$ cat src/rtl/framebuffer_scanout.sv
// framebuffer_scanout: raster-order read master for the framebuffer RAM.
// Walks the RAM with a running address counter, presents VGA-timed pixels
// and active-low syncs one pixel tick behind the counters, and pulses
// frame_start_o for one clock when the scan wraps to (0,0).
// Optional build macro FRAME_BORDER_EN: forces the outermost visible
// pixels of the frame to all-ones without changing addressing or timing.
module framebuffer_scanout #(
  parameter int ADDR_WIDTH = 19,
  parameter int DATA_WIDTH = 8,
  parameter int H_ACTIVE   = 640,
  parameter int H_FP       = 16,
  parameter int H_SYNC     = 96,
  parameter int H_BP       = 48,
  parameter int V_ACTIVE   = 480,
  parameter int V_FP       = 10,
  parameter int V_SYNC     = 2,
  parameter int V_BP       = 33
) (
  input  logic                  clk_i,
  input  logic                  reset_i,
  input  logic                  pixel_tick_i,
  output logic [ADDR_WIDTH-1:0] rd_address_o,
  input  logic [DATA_WIDTH-1:0] rd_data_i,
  output logic [DATA_WIDTH-1:0] pixel_o,
  output logic                  video_en_o,
  output logic                  hsync_o,
  output logic                  vsync_o,
  output logic                  frame_start_o
);

  localparam int H_TOTAL = H_ACTIVE + H_FP + H_SYNC + H_BP;
  localparam int V_TOTAL = V_ACTIVE + V_FP + V_SYNC + V_BP;
  localparam int HW      = $clog2(H_TOTAL);
  localparam int VW      = $clog2(V_TOTAL);

  localparam logic [HW-1:0] H_ACT_C  = HW'(H_ACTIVE);
  localparam logic [HW-1:0] H_LAST_C = HW'(H_TOTAL - 1);
  localparam logic [HW-1:0] H_SYNC_S = HW'(H_ACTIVE + H_FP);
  localparam logic [HW-1:0] H_SYNC_E = HW'(H_ACTIVE + H_FP + H_SYNC);
  localparam logic [VW-1:0] V_ACT_C  = VW'(V_ACTIVE);
  localparam logic [VW-1:0] V_LAST_C = VW'(V_TOTAL - 1);
  localparam logic [VW-1:0] V_SYNC_S = VW'(V_ACTIVE + V_FP);
  localparam logic [VW-1:0] V_SYNC_E = VW'(V_ACTIVE + V_FP + V_SYNC);

  // Address of the last visible pixel; the running address wraps after it.
  localparam logic [ADDR_WIDTH-1:0] ADDR_LAST = ADDR_WIDTH'(H_ACTIVE * V_ACTIVE - 1);

`ifdef FRAME_BORDER_EN
  localparam logic [HW-1:0] H_ACT_LAST = HW'(H_ACTIVE - 1);
  localparam logic [VW-1:0] V_ACT_LAST = VW'(V_ACTIVE - 1);
`endif

  logic [HW-1:0]         hcount_q, hcount_d;
  logic [VW-1:0]         vcount_q, vcount_d;
  logic [ADDR_WIDTH-1:0] addr_q, addr_d;
  logic [DATA_WIDTH-1:0] pixel_q, pixel_d;
  logic                  video_en_q, video_en_d;
  logic                  hsync_q, hsync_d;
  logic                  vsync_q, vsync_d;
  logic                  frame_start_q, frame_start_d;

  logic                  active;
  logic                  h_sync_on;
  logic                  v_sync_on;
  logic                  at_frame_end;
  logic [DATA_WIDTH-1:0] src_pixel;

  // Decode the current scan position: visibility, sync windows, pixel source.
  always_comb begin
    active       = (hcount_q < H_ACT_C) && (vcount_q < V_ACT_C);
    h_sync_on    = (hcount_q >= H_SYNC_S) && (hcount_q < H_SYNC_E);
    v_sync_on    = (vcount_q >= V_SYNC_S) && (vcount_q < V_SYNC_E);
    at_frame_end = (hcount_q == H_LAST_C) && (vcount_q == V_LAST_C);
`ifdef FRAME_BORDER_EN
    if ((hcount_q == '0) || (hcount_q == H_ACT_LAST) ||
        (vcount_q == '0) || (vcount_q == V_ACT_LAST)) begin
      src_pixel = '1;
    end else begin
      src_pixel = rd_data_i;
    end
`else
    src_pixel = rd_data_i;
`endif
  end

  // On each pixel tick advance the counters and address, and capture the
  // outputs for the position being left; between ticks everything holds.
  always_comb begin
    hcount_d      = hcount_q;
    vcount_d      = vcount_q;
    addr_d        = addr_q;
    pixel_d       = pixel_q;
    video_en_d    = video_en_q;
    hsync_d       = hsync_q;
    vsync_d       = vsync_q;
    frame_start_d = 1'b0;
    if (pixel_tick_i) begin
      if (hcount_q == H_LAST_C) begin
        hcount_d = '0;
        vcount_d = (vcount_q == V_LAST_C) ? '0 : vcount_q + VW'(1);
      end else begin
        hcount_d = hcount_q + HW'(1);
      end
      // The address only moves across visible pixels, so it lands on the
      // next line start during blanking and equals v*H_ACTIVE+h when visible.
      if (active) begin
        addr_d = (addr_q == ADDR_LAST) ? '0 : addr_q + ADDR_WIDTH'(1);
      end
      // rd_data_i is valid here: the address has been stable since the
      // previous tick, which is at least two clocks back.
      video_en_d    = active;
      pixel_d       = active ? src_pixel : '0;
      hsync_d       = ~h_sync_on;
      vsync_d       = ~v_sync_on;
      frame_start_d = at_frame_end;
    end
  end

  // State and output registers with asynchronous reset to the idle/blank state.
  always_ff @(posedge clk_i or posedge reset_i) begin
    if (reset_i) begin
      hcount_q      <= '0;
      vcount_q      <= '0;
      addr_q        <= '0;
      pixel_q       <= '0;
      video_en_q    <= 1'b0;
      hsync_q       <= 1'b1;
      vsync_q       <= 1'b1;
      frame_start_q <= 1'b0;
    end else begin
      hcount_q      <= hcount_d;
      vcount_q      <= vcount_d;
      addr_q        <= addr_d;
      pixel_q       <= pixel_d;
      video_en_q    <= video_en_d;
      hsync_q       <= hsync_d;
      vsync_q       <= vsync_d;
      frame_start_q <= frame_start_d;
    end
  end

  assign rd_address_o  = addr_q;
  assign pixel_o       = pixel_q;
  assign video_en_o    = video_en_q;
  assign hsync_o       = hsync_q;
  assign vsync_o       = vsync_q;
  assign frame_start_o = frame_start_q;

endmodule

$ cat config.mk
export PLATFORM = sky130hd
export DESIGN_NAME = framebuffer_scanout
export DESIGN_NICKNAME = d
export VERILOG_FILES = /design/src/rtl/framebuffer_scanout.sv
export SDC_FILE = /design/constraint.sdc
export NUM_CORES = 1
export LEC_CHECK = 0
export BUFFER_PORTS_ARGS = -buffer_cell sky130_fd_sc_hd__buf_4
export CAP_MARGIN = 20
export CORE_MARGIN = 2
export CORE_UTILIZATION = 40
export CTS_CLUSTER_DIAMETER = 120
export DETAILED_ROUTE_END_ITERATION = 8
export SLEW_MARGIN = 20
export SYNTH_ARGS = -nofsm -noshare
export SYNTH_HDL_FRONTEND = slang
export SYNTH_SLANG_ARGS = --single-unit
$ cat constraint.sdc
create_clock -name clk_i -period 2 [get_ports clk_i]
set_input_delay 0.1 -clock clk_i [delete_from_list [all_inputs] [get_ports clk_i]]
set_output_delay 0.1 -clock clk_i [all_outputs]
set_load 0.03 [all_outputs]
==> results of run 1 <==
## area by class of cell
| class | instances | area, µm² | area share |
|---|---|---|---|
| clock buffers | 5 | 68.8 | 0.0219 |
| repair buffers | 53 | 423 | 0.134 |
| clock inverters | 3 | 43.8 | 0.0139 |
| flip-flops and latches | 51 | 1280 | 0.406 |
| well taps | 77 | 96.3 | 0.0306 |
| multi-input cells | 187 | 1170 | 0.370 |
| inverters | 19 | 71.3 | 0.0227 |
## kinds of logic after synthesis
kind of cell	Yosys count	synth area share
AND/OR/NAND/NOR	118	0.264
flip-flops	51	0.503
AO/OA/AOI/OAI	46	0.103
buffers and inverters	27	0.0423
XOR/XNOR	17	0.0585
adder cells (fa/ha/maj)	5	0.0246
multiplexers	1	0.00443
## routing by layer
layer,vias to the layer above,wire length (µm),track usage
met2,22,2540,0.268
met3,5,153,0.0376
li1,1034,-,-
met1,969,2480,0.203
met5,-,0,0
met4,0,55,0.0352
## state kept, by name (all words and copies together), names as in the netlist
name	flops
vsync_o	1
frame_start_o	1
vcount_q	10
hsync_o	1
pixel_o	8
rd_address_o	19
video_en_o	1
hcount_q	10
## critical path, stage by stage, from the launching register on
cell and delay (ns):
dfrtp_1 0.41, ha_2 0.24, nand4_4 0.15, or4_4 0.56
nor2_4 0.14, nand3_1 0.10, xnor2_1 0.14
## where the power goes
part | internal [mW] | switching, mW
Clock | 0.373 | 0.347
Combinational | 0.273 | 0.384
Sequential | 1.16 | 0.185
## how the worst max path moves through the flow
| stage | to | slack [ns] | cells after the start | start |
|---|---|---|---|---|
| detailed placement | vcount_q[6] | 0.12 | 7 | hcount_q[0] |
| global placement | vcount_q[7] | 0.20 | 6 | hcount_q[0] |
| CTS | vcount_q[6] | 0.08 | 7 | hcount_q[0] |
| global route | vcount_q[7] | 0.02 | 6 | hcount_q[0] |
| floorplan | rd_address_o[15] | 0.15 | 6 | rd_address_o[0] |
| finish | vcount_q[7] | 0.13 | 6 | hcount_q[0] |
## placed cells by master, fill, tap and decap left out, drive strengths merged, types with 3 or more instances in the layout
cell	netlist	layout
a21oi	7	7
a31oi	4	4
and2	3	3
and3	6	6
buf	5	48
clkbuf	3	5
dfrtp	49	49
dlygate4sd3	0	5
ha	5	5
inv	19	19
nand2	33	33
nand3	21	21
nand4	12	12
nand4b	3	3
nor2	16	16
nor3	10	10
o21ai	26	26
or4	3	3
xnor2	9	9
xor2	8	8
## what timing repair did
item | 4_1_cts | 5_1_grt
endpoints found under the hold margin | 28 | 0
hold buffers | 5 | 0
setup endpoints to repair | 0 | 3
gates resized for setup | 0 | 2
## metrics by stage
step	std cells	util	area (µm²)	hold WS (ns)
6_report	395	0.504	3150	0.00840
5_1_grt	395	0.504	3150	0.00566
4_1_cts	395	0.503	3140	0.00354
3_5_place_dp	382	0.477	2980	0.198
3_3_place_gp	382	0.477	2980	0.198
2_1_floorplan	265	-	2540	0.217
==> results_dict.tcl, run 1 <==
set metrics [dict create \
    dr.pass1.iters 4 \
    drive_gt1_frac 0.223 \
    die_x_um 83.7 \
    rows 29 \
    htreeDepth 2 \
    cp.required_ns 2.18 \
    synth.top_cell.area_share 0.482 \
    num_vias 2030 \
    grt_max_degree 28 \
    timing.final.crit_share 0.933 \
    synth-seq-cells 51 \
    grt_first_pass_wirelength_mm 9.11 \
    portBuffers 41 \
    synthArstFlopShare 1.00 \
    status "finished clean" \
    fin_tns_setup_ns 0 \
    cts_setup_buffers 0 \
    clock.fmax_mhz 536 \
    gp_congestion 0.771 \
    grt-ovfl-total 0 \
    n_antenna_cell 0 \
    min-delay-start "rd_data_i[7]" \
    area_delta_synth_final_pct 23.8 \
    fin_skew_ns 0.0151 \
    synth_common_cells "49 x dfrtp_1, 33 x nand2_1, 25 x o21ai_0, 20 x nand3_1, 19 x inv_1" \
    hpwl_mm 3.80 \
    worst_pin_slew_ns 0.563 \
    worstPathMaxFanout 6 \
    hold_violations 0 \
    grt_use_total 0.157 \
    netlist_instances 265 \
    synth_area_leaders "dfrtp_1 48%, o21ai_0 4.9%, nand2_1 4.9%" \
    cts.sinks 51 \
    grt_antenna_before_repair 0 \
    syn_area_per_cell_um2 9.60 \
    vias_per_cell 5.14 \
    die_area_um2 7010 \
    layout_setup_ws_ns 0.134 \
    syn_area_um2 2540 \
    criticalPathCategory "reg2reg" \
    power.density_nw_per_um2 865 \
    relSlewSlack 0.624 \
    hold_path_depth 3 \
    max-cap-violations 0 \
    grt_pass1_vias 1999 \
    regToRegStartpoint "hcount_q[0]" \
    min_period_ns 1.87 \
    worstReg2RegEnd "vcount_q[7]" \
    drt-total-wl_mm 5.23 \
    drc_errors 0 \
    vdd_ir_drop_max_uv 615 \
    wl_per_cell_um 13.2 \
    coreArea_um2 6240 \
    drtIter0Drc 71 \
    initial_core_util 0.408 \
    seq_area_frac_synth 0.503 \
    synth.most_common_cell "dfrtp_1" \
    rsz0062_at_grt "no" \
    synth.distinct_cells 44 \
    cts_buffers 5 \
    synth_nets 281 \
    ant_nets 0 \
    drv_slew 0 \
    cts.reportedPaths.clkPinSlew_ns 0.10 \
    cp-start-kind "flop" \
    hold_class "in2reg" \
    root_buffer "clkbuf_8" \
    hold-path-endpoint "pixel_o[7]" \
    synth_edf_count 0 \
    io_pins 42 \
    crit_path_end_kind "flop" \
    reg2reg_depth 6 \
    rrSetupSlack_ns 0.13 \
    total_power_mw 2.72 \
    critPathArrivalTime_ns 2.05 \
    cts_max_path_buffers 2 \
    yosys.area.top_type "dfrtp_1" \
    ys_dominant_reg_cell "dfrtp_1" \
    nNetsFinal 333 \
    die_h_um 83.7 \
    cts_tree "built" \
    clk_latency_ns 0.31 \
    pre_cts_ws_ns 0.124 \
    setup_viol 0 \
    leakage_nw 1.45 \
    fillCellCount 602 \
    yosys_warnings 0 \
]
Power figures use the tool's default switching activity.
==> run 2, diff against run 1 <==
--- a/config.mk
+++ b/config.mk
@@ -7,10 +7,11 @@
 export LEC_CHECK = 0
 export BUFFER_PORTS_ARGS = -buffer_cell sky130_fd_sc_hd__buf_4
 export CAP_MARGIN = 20
-export CORE_MARGIN = 2
 export CORE_UTILIZATION = 40
 export CTS_CLUSTER_DIAMETER = 120
 export DETAILED_ROUTE_END_ITERATION = 8
+export HOLD_SLACK_MARGIN = 0.05
+export PLACE_DENSITY = 0.63
 export SLEW_MARGIN = 20
 export SYNTH_ARGS = -nofsm -noshare
 export SYNTH_HDL_FRONTEND = slang
==> run 2 against run 1 <==
- first-iteration DRC count increased by 20%
- critical endpoint unchanged
- sequential share of layout area increased by 0.51 points
- clock power decreased by 22%
==> results_dict.tcl, run 2 (synthesized netlist as in run 1, its figures left out) <==
set metrics [dict create \
    place_inst 377 \
    n_antenna_cell 0 \
    timing.final.crit_share 0.918 \
    final_cells 394 \
    cp-start-kind "flop" \
    rows 28 \
    hold_violations 0 \
    dr.pass1.iters 4 \
    die_h_um 81.7 \
    die_area_um2 6680 \
    worst_pin_slew_ns 0.633 \
    min_period_ns 1.84 \
    nNetsFinal 334 \
    max-cap-violations 0 \
    criticalPathCategory "reg2reg" \
    cts_buffers 5 \
    drv_slew 0 \
    coreArea_um2 6030 \
    rsz0062_at_grt "no" \
    die_x_um 81.7 \
    slowest_stage "or4_4" \
    drt-total-wl_mm 5.09 \
    initial_core_util 0.422 \
    root_buffer "clkbuf_8" \
    drtIter0Drc 85 \
    htreeDepth 2 \
    grt-ovfl-total 0 \
    cts_setup_buffers 0 \
    grt_max_degree 52 \
    ant_nets 0 \
    worstPathCellList "ha_1 > nand4_4 > or4_4 > nor2_4 > nand3_1 > xnor2_1" \
    critPathArrivalTime_ns 2.02 \
    area_delta_synth_final_pct 22.2 \
    layout_common_cells "49 x dfrtp_1, 45 x buf_4, 33 x nand2_1" \
    setup_viol 0 \
    leakage_nw 1.43 \
    worst_path_largest_cell_delay_ns 0.56 \
    largest_reg_flops 19 \
    grt_antenna_before_repair 0 \
    cp.required_ns 2.18 \
    drc_errors 0 \
    cts_max_path_buffers 2 \
    cts.sinks 51 \
    ctsResizeCount 0 \
    num_vias 2043 \
    cts.reportedPaths.clkPinSlew_ns 0.09 \
    fin_skew_ns 0.0115 \
    power.density_nw_per_um2 825 \
    final_common_cell "dfrtp_1" \
    crit_path_end_kind "flop" \
    hold_class "in2reg" \
    clk_latency_ns 0.30 \
    wl_per_cell_um 12.9 \
    io_pins 42 \
    gp_congestion 0.782 \
    grt_use_total 0.165 \
    vias_per_cell 5.19 \
    vdd_ir_drop_max_uv 500 \
    portBuffers 41 \
    relSlewSlack 0.578 \
    drive_gt1_frac 0.197 \
    worstPathMaxFanout 6 \
    clock.fmax_mhz 544 \
    fin_tns_setup_ns 0 \
    cts_hold_buffers 9 \
    hpwl_mm 3.59 \
    postLayoutCoreUtil 0.516 \
    cts_tree "built" \
    grt_first_pass_wirelength_mm 8.48 \
    status "finished clean" \
    grt_pass1_vias 1860 \
]
-- run 2: critical path: cells and delay by family (launching register included) --
family	cells	cell delay, ns
and+or+nand+nor	4	0.95
xor gates and xnor gates	1	0.13
DFF	1	0.40
adders and majority gates	1	0.24
-- run 2: cell type report --
type / instances / area (µm²)
Clock buffer: 8 / 80.1
Fill cell: 564 / 2920
Inverter: 19 / 71.3
Multi-Input combinational cell: 187 / 1160
Sequential cell: 51 / 1280
Tap cell: 75 / 93.8
Timing Repair Buffer: 54 / 428
-- run 2: where the power goes --
group / switching [mW] / leakage (nW) / internal [mW] / total, mW
clock network: 0.315 / 0.0395 / 0.249 / 0.564
registers: 0.199 / 0.623 / 1.16 / 1.36
logic: 0.377 / 0.767 / 0.265 / 0.641
total: 0.891 / 1.43 / 1.68 / 2.57
-- run 2: final timing paths --
check	from	end	cells past startpoint	slack, ns
hold reg to reg	vsync_o	vsync_o	2	0.50
max in group asynchronous	reset_i	pixel_o[7]	4	1.05
setup reg to reg	hcount_q[0]	vcount_q[7]	6	0.16
setup / recovery	hcount_q[0]	vcount_q[7]	6	0.16
min in group asynchronous	reset_i	hcount_q[5]	4	0.53
hold / removal	pixel_tick_i	vsync_o	2	0.14
-- run 2: layer usage --
layer  share of wire  vias up  wire (µm)  track usage
li1                -     1033          -            -
met1            0.46      961       2360        0.208
met2            0.48       43       2460        0.279
met3           0.041        6        211       0.0344
met4           0.012        0         60       0.0544
met5               0        -          0            0
-- run 2: per-stage QoR --
stage	cell area, µm²	hold WS, ns	setup slack, ns	total power, mW
floorplan	2540	0.217	0.153	1.77
global placement	2940	0.303	0.194	2.00
detailed placement	2940	0.310	0.160	2.02
CTS	3110	0.130	0.154	2.61
global route	3110	0.171	0.0314	2.73
finish	3110	0.144	0.163	2.57
